<file path="src/rtl/popcnt_pkg.sv">
// Shared definitions for the sequential popcount unit: FSM encoding and slice sizing.
package popcnt_pkg;

  typedef enum logic [1:0] {
    IDLE = 2'd0,
    RUN  = 2'd1,
    DONE = 2'd2
  } state_t;

  localparam int SLICE_W     = 8;
  localparam int SLICE_CNT_W = 4;

endpackage

</file>
<file path="src/rtl/popcnt8_slice.sv">
// Combinational 8-bit weight counter; one instance is time-shared across the
// byte slices of the operand by popcnt_seq.
module popcnt8_slice
  import popcnt_pkg::*;
(
  input  logic [SLICE_W-1:0]     data_i,
  output logic [SLICE_CNT_W-1:0] count_o
);

  always_comb begin
    count_o = '0;
    for (int i = 0; i < SLICE_W; i++) begin
      count_o = count_o + SLICE_CNT_W'(data_i[i]);
    end
  end

endmodule

</file>
<file path="src/rtl/popcnt_seq.sv">
// Multi-cycle population count over byte slices of a DATA_W operand.
// Optional feature: define POPCNT_EARLY_EXIT_EN to finish once the remaining bytes are all zero.
module popcnt_seq
  import popcnt_pkg::*;
#(
  parameter int DATA_W = 32
) (
  input  logic                        clk,
  input  logic                        rst_n,
  input  logic                        in_valid,
  output logic                        in_ready,
  input  logic [DATA_W-1:0]           in_data,
  output logic                        out_valid,
  input  logic                        out_ready,
  output logic [$clog2(DATA_W+1)-1:0] out_count,
  output logic [1:0]                  dbg_state_o
);

  localparam int SLICES = DATA_W / SLICE_W;
  localparam int CNT_W  = $clog2(DATA_W + 1);
  localparam int IDX_W  = (SLICES > 1) ? $clog2(SLICES) : 1;

  // Handshakes: a transfer happens on a rising edge where valid and ready are
  // both high; out_valid stays high with out_count stable until out_ready.
  state_t              state_q, state_d;
  logic [DATA_W-1:0]   sh_q, sh_d;
  logic [CNT_W-1:0]    acc_q, acc_d;
  logic [IDX_W-1:0]    idx_q, idx_d;
  logic [CNT_W-1:0]    count_q, count_d;
  logic                valid_q, valid_d;

  logic [SLICE_CNT_W-1:0] slice_cnt;
  logic [CNT_W-1:0]       acc_sum;
  logic [DATA_W-1:0]      sh_next;
  logic                   last_slice;

  popcnt8_slice u_slice (
    .data_i  (sh_q[SLICE_W-1:0]),
    .count_o (slice_cnt)
  );

  assign acc_sum = acc_q + CNT_W'(slice_cnt);
  assign sh_next = sh_q >> SLICE_W;

`ifdef POPCNT_EARLY_EXIT_EN
  assign last_slice = (idx_q == IDX_W'(SLICES - 1)) || (sh_next == '0);
`else
  assign last_slice = (idx_q == IDX_W'(SLICES - 1));
`endif

  always_comb begin
    state_d  = state_q;
    sh_d     = sh_q;
    acc_d    = acc_q;
    idx_d    = idx_q;
    count_d  = count_q;
    valid_d  = valid_q;
    in_ready = 1'b0;
    unique case (state_q)
      IDLE: begin
        in_ready = 1'b1;
        if (in_valid) begin
          sh_d    = in_data;
          acc_d   = '0;
          idx_d   = '0;
          state_d = RUN;
        end
      end
      RUN: begin
        acc_d = acc_sum;
        sh_d  = sh_next;
        idx_d = idx_q + IDX_W'(1);
        if (last_slice) begin
          count_d = acc_sum;
          valid_d = 1'b1;
          state_d = DONE;
        end
      end
      DONE: begin
        in_ready = out_ready;
        // Retiring a result and accepting the next operand share one edge.
        if (out_ready) begin
          valid_d = 1'b0;
          if (in_valid) begin
            sh_d    = in_data;
            acc_d   = '0;
            idx_d   = '0;
            state_d = RUN;
          end else begin
            state_d = IDLE;
          end
        end
      end
      default: state_d = IDLE;
    endcase
  end

  always_ff @(posedge clk or negedge rst_n) begin
    if (!rst_n) begin
      state_q <= IDLE;
      sh_q    <= '0;
      acc_q   <= '0;
      idx_q   <= '0;
      count_q <= '0;
      valid_q <= 1'b0;
    end else begin
      state_q <= state_d;
      sh_q    <= sh_d;
      acc_q   <= acc_d;
      idx_q   <= idx_d;
      count_q <= count_d;
      valid_q <= valid_d;
    end
  end

  assign out_valid   = valid_q;
  assign out_count   = count_q;
  assign dbg_state_o = state_q;

endmodule
</file>
<file path="config.mk">
export PLATFORM = sky130hd
export DESIGN_NAME = popcnt_seq
export DESIGN_NICKNAME = d
export VERILOG_FILES = /design/src/rtl/popcnt_pkg.sv /design/src/rtl/popcnt8_slice.sv /design/src/rtl/popcnt_seq.sv
export SDC_FILE = /design/constraint.sdc
export NUM_CORES = 1
export LEC_CHECK = 0
export BUFFER_PORTS_ARGS = -buffer_cell sky130_fd_sc_hd__buf_4
export CAP_MARGIN = 20
export CORE_AREA = 2 2 73 75
export CTS_CLUSTER_SIZE = 40
export DETAILED_ROUTE_END_ITERATION = 8
export DIE_AREA = 0 0 75 77
export PLACE_DENSITY = 0.75
export SLEW_MARGIN = 20
export SYNTH_ARGS = -nofsm -noshare
export SYNTH_HDL_FRONTEND = slang
export SYNTH_SLANG_ARGS = --single-unit
</file>
<file path="constraint.sdc">
create_clock -name clk -period 8.93 [get_ports clk]
set_input_delay 0.893 -clock clk [delete_from_list [all_inputs] [get_ports clk]]
set_output_delay 0.893 -clock clk [all_outputs]
set_load 0.1 [all_outputs]
</file>
# --- Yosys cells after proc, flatten, opt, wreduce, memory -nomap -nowiden ---
# Index checks and enable logic that the tools add are counted.
classes:
  addsub: 9
  eq_ne: 6
  n_mux: 18
  n_reduce_logical: 7
ops:
  columns: ["operator", "n"]
  rows:
  - ["$pmux 32 s3", 1]
  - ["$mux 32", 2]
  - ["$add 4x1->4", 6]
  - ["$pmux 6 s3", 1]
  - ["$mux 6", 2]
  - ["$pmux 2 s3", 2]
  - ["$mux 2", 5]
  - ["$add 6x4->6", 1]
  - ["$ne 2x2->1 const B", 3]
  - ["$reduce_and 3->1", 2]
  - ["$eq 2x2->1 const B", 2]
  - ["$pmux 1 s2", 2]
  - ["$reduce_and 2->1", 2]
  - ["$mux 1", 3]
  - ["$reduce_bool 3->1", 1]
  - ["$add 1x1->2", 1]
  - ["$add 2x1->2 const B", 1]
  - ["$eq 2x1->1 const B", 1]
  - ["$logic_not 2->1", 1]
  - ["$reduce_bool 2->1", 1]
totals:
  regBits: 49
  inputBits: 36
  out_inout_bits: 10
  elab_cells: 46

# --- Longest topological paths before layout ---
depth:
  word_depth: 9
  mapped_depth: 13
  ltp_nobuf: 13

# --- By module ---
# A second synthesis with hierarchy kept.
hier_totals:
  hier_cells: 275
  hier_area_um2: 2438.6
modules_own_cells:
  columns: ["module", "n_inst", "cells_per_inst", "area_each_um2", "seq_area_each_um2"]
  rows:
  - ["popcnt_seq", 1, 251, 2248.4, 1226.2]
  - ["popcnt8_slice", 1, 24, 190.2, 0.0]

# --- Worst setup path before layout ---
# OpenSTA, ideal clock, no wires.
synth_timing:
  path_kind: "flip-flop to flip-flop"
  startpoint: "register sh_q[0]"
  endpoint: "register count_q[4] (netlist: out_count[4])"
  setup_time_ns: 0.129
  arrival_ns: 3.496
  required_ns: 8.801
  setup_slack_ns: 5.305
  stages_incl_launch_ff: 13
  path_buffers: 0
  synth_period_minus_slack_ns: 3.625
  cell_sequence: "dfrtp_1 ha_1 inv_1 fa_1 fa_1 fa_1 inv_1 fa_1 fa_1 a21o_1 a21oi_1 xor2_1 o21ai_0"
synth_between:
  elab_chain_cells: 8
synth_lines:
  columns: ["element", "line", "rtl"]
  rows:
  - ["start, declared", "popcnt_seq.sv:26", "logic [DATA_W-1:0] sh_q, sh_d;"]
  - ["start signal, assigned", "popcnt_seq.sv:101", "sh_q <= '0;"]
  - ["start signal, assigned", "popcnt_seq.sv:108", "sh_q <= sh_d;"]
  - ["$add 1x1->2", "popcnt8_slice.sv:13", "count_o = count_o + SLICE_CNT_W'(data_i[i]);"]
  - ["$add 4x1->4 (6 in series)", "popcnt8_slice.sv:13", null]
  - ["$add 6x4->6", "popcnt_seq.sv:42", "assign acc_sum = acc_q + CNT_W'(slice_cnt);"]
  - ["end signal, assigned", "popcnt_seq.sv:111", "count_q <= count_d;"]
  - ["end, declared", "popcnt_seq.sv:29", "logic [CNT_W-1:0] count_q, count_d;"]
# Every way passes these cells.
# A chain may end at the register's enable or synchronous reset.

# --- Worst setup path after layout ---
# Same ends and word-level chain as after synthesis.

==> reports/qor.yml <==
status:
  status: "complete, no violations"
die:
  io_pins: 46
  rows: 26
  core_mm2: 0.00498
  start_util: 0.484
  die_w_um: 75
  fp.dieArea_mm2: 0.00578
  die_h_um: 77
layout:
  drive_gt1_frac: 0.191
  utilization: 0.580
  fin_area_mm2: 0.00289
  antennaDiodeCount: 0
  fin_nets: 347
  syn2layout_area_growth_pct: 19.9
timing:
  finalMaxSlewViolations: 0
  timing.fmax_mhz: 263
  clock_skew_ps: 3.41
  period_share: 0.427
  min_period_ps: 3810
  final_hold_viol_count: 0
  tightestPinTransition_ps: 899
  setup_tns_ps: 0
  setup_viol: 0
  rsz0062_at_grt: "no"
  maxSlewHeadroom: 0.401
  fin_ws_ps: 5120
synth:
  synth_fa_ha_area_frac: 0.0832
  synthesis.instances: 258
  synth-simple-area-share: 0.198
  synth.avg_cell_area_um2: 9.33
  ys_types: 32
  ys_seq_area_frac: 0.509
  synth_top_family_by_area: "simple AND/OR/NAND/NOR gates"
  synth-compound-area-share: 0.131
  synth_seq_cells: 49
  yosys_warnings: 0
  synth-xor-area-share: 0.0182
  synth_mux_area_frac: 0.00936
  synth_area_mm2: 0.00241
  synth_fp_nets: 307
clock_tree:
  cts_buffer_depth: 2
  clk_pin_slew_ps: 80
  cts_sinks: 49
  root_buffer: "clkbuf_8"
  cts_inserted_buffers: 5
  cts_resized: 0
  post-cts-setup-buffers: 0
  insertion_delay_ps: 300
  tritoncts: "done"
  ctsHoldBuffers: 0
  htree_levels: 2
drt:
  num_vias: 1866
  drcViolationCount: 0
  wirelength_um: 4680
  viasPerCell: 5.06
  final_antenna_net_count: 0
  first_pass_iters: 4
  drtIter0Drc: 76
  wl_per_cell_um: 12.7
global_route:
  antenna_found_initial: 0
  grt_start_max_net_pins: 65
  grt_usage: 0.177
  grt_pass1_wl_um: 7990
  grt_pass1_vias: 1842
  gr-total-overflow: 0
critical_path:
  r2r_setup_slack_ps: 5120
  endpoint_kind: "flip-flop"
  cp_max_fo: 3
  crit_start: "sh_q[0]"
  setup.worst_path.start_class: "flip-flop"
  worstReg2RegEnd: "out_count[4]"
  reg2reg_depth: 12
  rr_startpoint: "sh_q[0]"
  worstSetupPathType: "flip-flop to flip-flop"
  required_ps: 9100
  endpoint: "out_count[4]"
  cp.arrival_ps: 3980
placed_design:
  finalWeightedCongestion: 0.737
  portBuffers: 45
  dp.final_hpwl_um: 3210
  dpl_worst_slack_ps: 5120
  dpl-instance-area_mm2: 0.00277
min_path:
  hp-class: "flip-flop to flip-flop"
run:
  maxCapViolCount: 0
==> cell usage after synthesis, drive strengths merged <==
library cell | number | area share
o21a | 6 | 0.019
clkbuf | 1 | 0.0016
a21o | 1 | 0.0031
a31oi | 19 | 0.049
xor2 | 3 | 0.011
inv | 12 | 0.019
o22a | 6 | 0.022
o21ba | 1 | 0.0042
nand3 | 17 | 0.035
and2 | 1 | 0.0026
fa | 5 | 0.042
nor2b | 3 | 0.0078
dfrtp | 49 | 0.51
buf | 13 | 0.031
o21ai | 9 | 0.019
a21oi | 4 | 0.0083
nand2 | 70 | 0.11
nand2b | 1 | 0.0026
o31a | 1 | 0.0036
or3 | 1 | 0.0026
xnor2 | 2 | 0.0073
ha | 8 | 0.042
a211oi | 1 | 0.0031
nor2 | 21 | 0.033
and2b | 1 | 0.0036
mux2 | 2 | 0.0094
==> metal layers <==
layer	up-vias	part of all wire	track usage	wire length, µm
met5	-	0	0	0
met4	0	0.010	0.0536	47
met3	7	0.036	0.0329	167
met2	33	0.51	0.291	2410
met1	888	0.44	0.234	2060
li1	938	-	-	-
==> area by class of cell <==
cell class              count  area (µm²)
fillers                   467        2090
clock inverters             1        30.0
inverters                  12        45.0
repair buffers             47         353
multi-input cells         183        1060
well taps                  70        87.6
flip-flops and latches     49        1230
clock buffers               7        86.3
==> registers in the layout (all words and copies together) (netlist names) <==
| signal | count |
|---|---|
| acc_q | 6 |
| out_valid | 1 |
| sh_q | 32 |
| idx_q | 2 |
| dbg_state_o | 2 |
| out_count | 6 |
==> metrics by stage <==
stage | hold WS [ps] | cells
2_1_floorplan | 454 | 258
3_3_place_gp | 464 | 361
3_5_place_dp | 471 | 361
4_1_cts | 491 | 369
5_1_grt | 509 | 369
6_report | 482 | 369
==> cell families (layout without fill, tap and decap cells) <==
kind of cell / count (synthesis) / count (layout)
AOI/OAI and AO/OA: 48 / 48
xor gates and xnor gates: 5 / 5
adders and majority gates: 13 / 13
buffers and inverters: 26 / 67
DFF: 49 / 49
muxes: 2 / 2
and+or+nand+nor: 115 / 115
==> cell usage in the layout (no fill, tap or decap) <==
cell,instances
nand2_1,69
dfrtp_1,49
buf_4,47
nor2_1,21
a31oi_1,19
nand3_1,17
inv_1,12
ha_1,8
o21ai_0,7
o22a_1,6
o21a_1,6
clkbuf_8,6
fa_1,5
a21oi_1,4
nor2b_1,3
xor2_1,3
xnor2_1,2
o21ai_1,2
nand2b_1,1
nand2_2,1
and2_1,1
and2b_2,1
a21o_1,1
a211oi_1,1
mux2_1,1
mux2_2,1
o21ba_1,1
o31a_1,1
or3_1,1
clkbuf_1,1
bufinv_16,1
==> worst max-delay path, cell delays in order, from the launching register on <==
cell and delay (ps):
dfrtp_1 390, ha_1 280, inv_1 40, fa_1 490
fa_1 430, fa_1 370, inv_1 90, fa_1 470
fa_1 450, a21o_1 170, a21oi_1 240, xor2_1 170
o21ai_0 90
==> worst min path at each step <==
stage                      start           end  slack, ps  cells past startpoint
global route            idx_q[0]      idx_q[0]        510                      1
detailed placement  out_count[5]  out_count[5]        470                      2
CTS                     idx_q[0]      idx_q[0]        490                      1
floorplan               idx_q[0]      idx_q[0]        450                      1
finish              out_count[5]  out_count[5]        480                      2
global placement    out_count[5]  out_count[5]        460                      2
Power is left out: the tool's default activity adds up to more than one toggle a clock period on the data nets, which glitch-free logic cannot reach.
